[config.mk]
export PLATFORM = sky130hd
export DESIGN_NAME = toggle_period_meter
export DESIGN_NICKNAME = d
export VERILOG_FILES = /design/src/rtl/toggle_period_meter.sv
export SDC_FILE = /design/constraint.sdc
export NUM_CORES = 1
export LEC_CHECK = 0
export ABC_AREA = 1
export CORE_ASPECT_RATIO = 0.75
export CORE_MARGIN = 4
export CORE_UTILIZATION = 45
export CTS_CLUSTER_DIAMETER = 80
export DETAILED_ROUTE_END_ITERATION = 10
export HOLD_SLACK_MARGIN = 0.08
export PLACE_DENSITY = 0.69
export SYNTH_ARGS = -nofsm -noshare
export SYNTH_HDL_FRONTEND = slang
export SYNTH_SLANG_ARGS = --single-unit
[constraint.sdc]
create_clock -name clk -period 2.5 [get_ports clk]
set_input_delay 0.625 -clock clk [delete_from_list [all_inputs] [get_ports clk]]
set_output_delay 0.625 -clock clk [all_outputs]
set_load 0.1 [all_outputs]
[src/rtl/toggle_period_meter.sv]
// Measures clk cycles between successive edges of toggle_in; optional two-flop input synchroniser under TOGGLE_SYNC_EN.
// Latency: period_valid one cycle after the closing edge is sampled (three with TOGGLE_SYNC_EN).
// Backpressure: one-deep output; a capture arriving while an unconsumed period is held is dropped and flagged in overrun.
module toggle_period_meter #(
    parameter int WIDTH   = 32,
    parameter int TIMEOUT = 1000000
) (
    input  logic             clk,
    input  logic             rst,
    input  logic             enable,
    input  logic             clear,
    input  logic             toggle_in,
    output logic [WIDTH-1:0] period,
    output logic             period_valid,
    input  logic             period_ready,
    output logic             overrun,
    output logic             timeout
);

    typedef enum logic [1:0] {IDLE, ARM, MEASURE} state_t;

    localparam logic [WIDTH-1:0] CNT_MAX = WIDTH'(TIMEOUT);

    state_t           state;
    logic [WIDTH-1:0] cnt;
    logic             tog_s;
    logic             tog_d;
    logic             edge_det;
    logic             capture;
    logic             expire;
    logic             transfer;

`ifdef TOGGLE_SYNC_EN
    logic sync_q1;
    logic sync_q2;

    always_ff @(posedge clk) begin
        if (rst) begin
            sync_q1 <= 1'b0;
            sync_q2 <= 1'b0;
        end else begin
            sync_q1 <= toggle_in;
            sync_q2 <= sync_q1;
        end
    end

    assign tog_s = sync_q2;
`else
    assign tog_s = toggle_in;
`endif

    // History tracks the input in every state so a static level never reads as an edge.
    always_ff @(posedge clk) begin
        if (rst) tog_d <= 1'b0;
        else     tog_d <= tog_s;
    end

    assign edge_det = tog_s ^ tog_d;

    always_comb begin
        capture  = 1'b0;
        expire   = 1'b0;
        transfer = period_valid && period_ready;
        if (enable && state == MEASURE) begin
            capture = edge_det;
            expire  = !edge_det && (cnt == CNT_MAX);
        end
    end

    always_ff @(posedge clk) begin
        if (rst) begin
            state <= IDLE;
            cnt   <= '0;
        end else if (!enable) begin
            state <= IDLE;
            cnt   <= '0;
        end else begin
            case (state)
                IDLE: begin
                    state <= ARM;
                    cnt   <= '0;
                end
                ARM: begin
                    if (edge_det) begin
                        state <= MEASURE;
                        cnt   <= WIDTH'(1);
                    end
                end
                MEASURE: begin
                    if (edge_det) begin
                        cnt <= WIDTH'(1);
                    end else if (cnt == CNT_MAX) begin
                        state <= ARM;
                        cnt   <= '0;
                    end else begin
                        cnt <= cnt + WIDTH'(1);
                    end
                end
                default: begin
                    state <= IDLE;
                    cnt   <= '0;
                end
            endcase
        end
    end

    // Setting events are evaluated after clear so a coincident set wins.
    always_ff @(posedge clk) begin
        if (rst) begin
            period       <= '0;
            period_valid <= 1'b0;
            overrun      <= 1'b0;
            timeout      <= 1'b0;
        end else begin
            if (capture && (!period_valid || period_ready)) begin
                period       <= cnt;
                period_valid <= 1'b1;
            end else if (transfer) begin
                period_valid <= 1'b0;
            end
            if (clear) begin
                overrun <= 1'b0;
                timeout <= 1'b0;
            end
            if (capture && period_valid && !period_ready) overrun <= 1'b1;
            if (expire) timeout <= 1'b1;
        end
    end

endmodule

==> reports/qor.yml <==
required_ns: 2.75
rr_endpoint: "cnt[11]"
synth_edf_count: 0
r2r_start: "cnt[0]"
fp-row-count: 28
synth_fa_ha_area_share_pct: 1.67
drive_above_1_share_pct: 21.1
yosysWarnings: 0
ios: 41
grt_pass1_wl_mm: 16.9
grt_max_degree: 37
finalMaxSlewViolations: 0
initial_core_util_pct: 46.8
cts_tree: "yes"
rsz0062_at_grt: "no"
cp_max_fo: 19
skew_ns: 0.00538
grt_pass1_vias: 3321
vias: 3497
synthSimpleGateAreaFrac_pct: 42.3
place_inst: 677
grtUsageTotal_pct: 21.9
syn_to_final_growth_pct: 17.2
synthMostInstantiatedCell: "nand2_1"
yosys-top-cells-count: "nand2_1, dfxtp_1, nor2_1, nand3_1, inv_1"
setup_tns_ns: 0
drc: 0
setup_ws_ns: 0.548
ys_seq_area_share_pct: 37.5
ant_nets: 0
holdPathStages: 2
endpoint_kind: "register"
regToRegSetupSlack_ns: 0.68
ys_top_cells_by_area: "dfxtp_1, nand2_1, nand3_1"
netlist.area_leader.share_pct: 37.5
min_from: "period[16]"
insertion_delay_ns: 0.35
htree_num_levels: 3
ctsRootBufferMaster: "clkbuf_8"
ys_types: 37
fmax_ghz: 0.512
synth_compound_area_share_pct: 9.74
hold_buffers: 0
fin_cells: 692
placed_area_um2: 4210
worst_slew_pin_slew_ns: 0.386
outcome: "finished, final reports clean"
power.density_nw_per_um2: 462
die_area_um2: 9840
finalWeightedCongestion: 0.931
die_y_um: 86.9
fin_area_um2: 4380
worst_r2r_path_depth: 11
post_synth.cell_area_avg_um2: 6.95
hp-class: "register to register"
pre_cts_ws_ns: 0.203
synth_mux_area_share_pct: 0
fin_nets: 594
whs_ns: 0.458
fin_crit_ns: 1.95
wl_per_cell_um: 14.4
synthesis.area_um2: 3740
cts_buffers: 9
fin_crit_sh_pct: 78.1
cts_buffer_depth: 2
cts.sinks: 70
min_to: "period[16]"
portBuffers: 40
hold_viol: 0
synth_cells: 538
diodes: 0
p_leak_nw: 1.60
cts_setup_buffers: 0
cp-start-kind: "primary input"
clk_pin_slew_worst_paths_ns: 0.07
vias_per_cell: 5.05
synth_xor_area_share_pct: 0.937
cp.arrival_ns: 2.20
yosys.area.top_type: "dfxtp_1"
ctsResizeCount: 0
worstSetupPathType: "primary input to register"
vdd_drop_max_mv: 0.312
routed_wl_mm: 9.96
syn_nets: 549
setup_viol_count_final: 0
die_w_um: 113
synth-async-reset-ratio_pct: 0
drtIter0Drc: 220
antenna_found_initial: 0
max-cap-violations: 0
ys.flop_type: "dfxtp_1"
hpwlAfterDp_mm: 7.52
synth_top_family_by_area: "simple AND/OR/NAND/NOR gates"
grt_overflow: 0
slew_headroom_pct: 74.2
synth-seq-cells: 70
core_area_um2: 7990
drt_pre_antenna_iters: 5
-- per-layer routing --
metal / GRT usage (%) / vias up / wire [um] / part of all wire [%]
met5: 0 / - / 0 / 0
met1: 31.5 / 1569 / 5090 / 51
li1: - / 1818 / - / -
met4: 7.42 / 0 / 160 / 1.6
met3: 5.28 / 15 / 555 / 5.6
met2: 32.0 / 95 / 4150 / 42
-- registers in the layout (all words and copies together) (netlist names) --
name and count:
state 2, tog_d 1, overrun 1, period 32
cnt 32, timeout 1, period_valid 1
-- worst max-delay path: stages --
cell and delay [ns]:
clkdlybuf4s50_1 0.48, inv_1 0.05, nand2_1 0.06, nand2_2 0.09, nor2_1 0.14, buf_4 0.30
nor2_1 0.11, nand2_1 0.10, xor2_1 0.15, nor2_1 0.06
-- area by class of cell --
type / count / area (um2)
fillers: 800 / 3610
multi-input cells: 397 / 2040
flip-flops and latches: 70 / 1400
repair buffers: 55 / 450
inverters: 50 / 188
clock buffers: 14 / 163
well taps: 105 / 131
clock inverters: 1 / 5.00
-- stage by stage --
stage / power [mW] / util (%)
finish: 2.02 / 54.8
global route: 2.11 / 54.8
CTS: 2.05 / 54.8
detailed placement: 1.24 / 52.7
global placement: 1.24 / 52.7
floorplan: 1.21 / -
-- power by group --
group | switching [mW] | internal [mW]
clock network | 0.400 | 0.409
logic | 0.0663 | 0.0291
registers | 0.00196 | 1.12
-- how the worst max path moves through the flow --
stage,start,end,slack (ns)
global route,toggle_in,cnt[9],0.43
finish,toggle_in,cnt[9],0.55
CTS,toggle_in,cnt[9],0.58
floorplan,period_valid,period[0],0.50
global placement,toggle_in,cnt[9],0.26
detailed placement,toggle_in,cnt[9],0.20
-- cell families after synthesis --
| logic type | Yosys count |
|---|---|
| xor+xnor | 4 |
| flops | 70 |
| buf+inv | 71 |
| fa+ha+maj | 5 |
| compound gates | 63 |
| simple gates | 325 |
-- placed cells by master (no fill, tap or decap), drive strengths merged --
cell	count
nand3b	1
clkdlybuf4s50	5
o22ai	1
inv	49
a21o	1
dfxtp	70
or2	2
nand4	8
clkinv	2
buf	50
clkbuf	14
nand3	64
ha	5
a21oi	54
xor2	4
o21ai	6
o31ai	1
nor2	74
nand2	159
nor3	17
No activity file was read; power rests on OpenSTA's default activity.
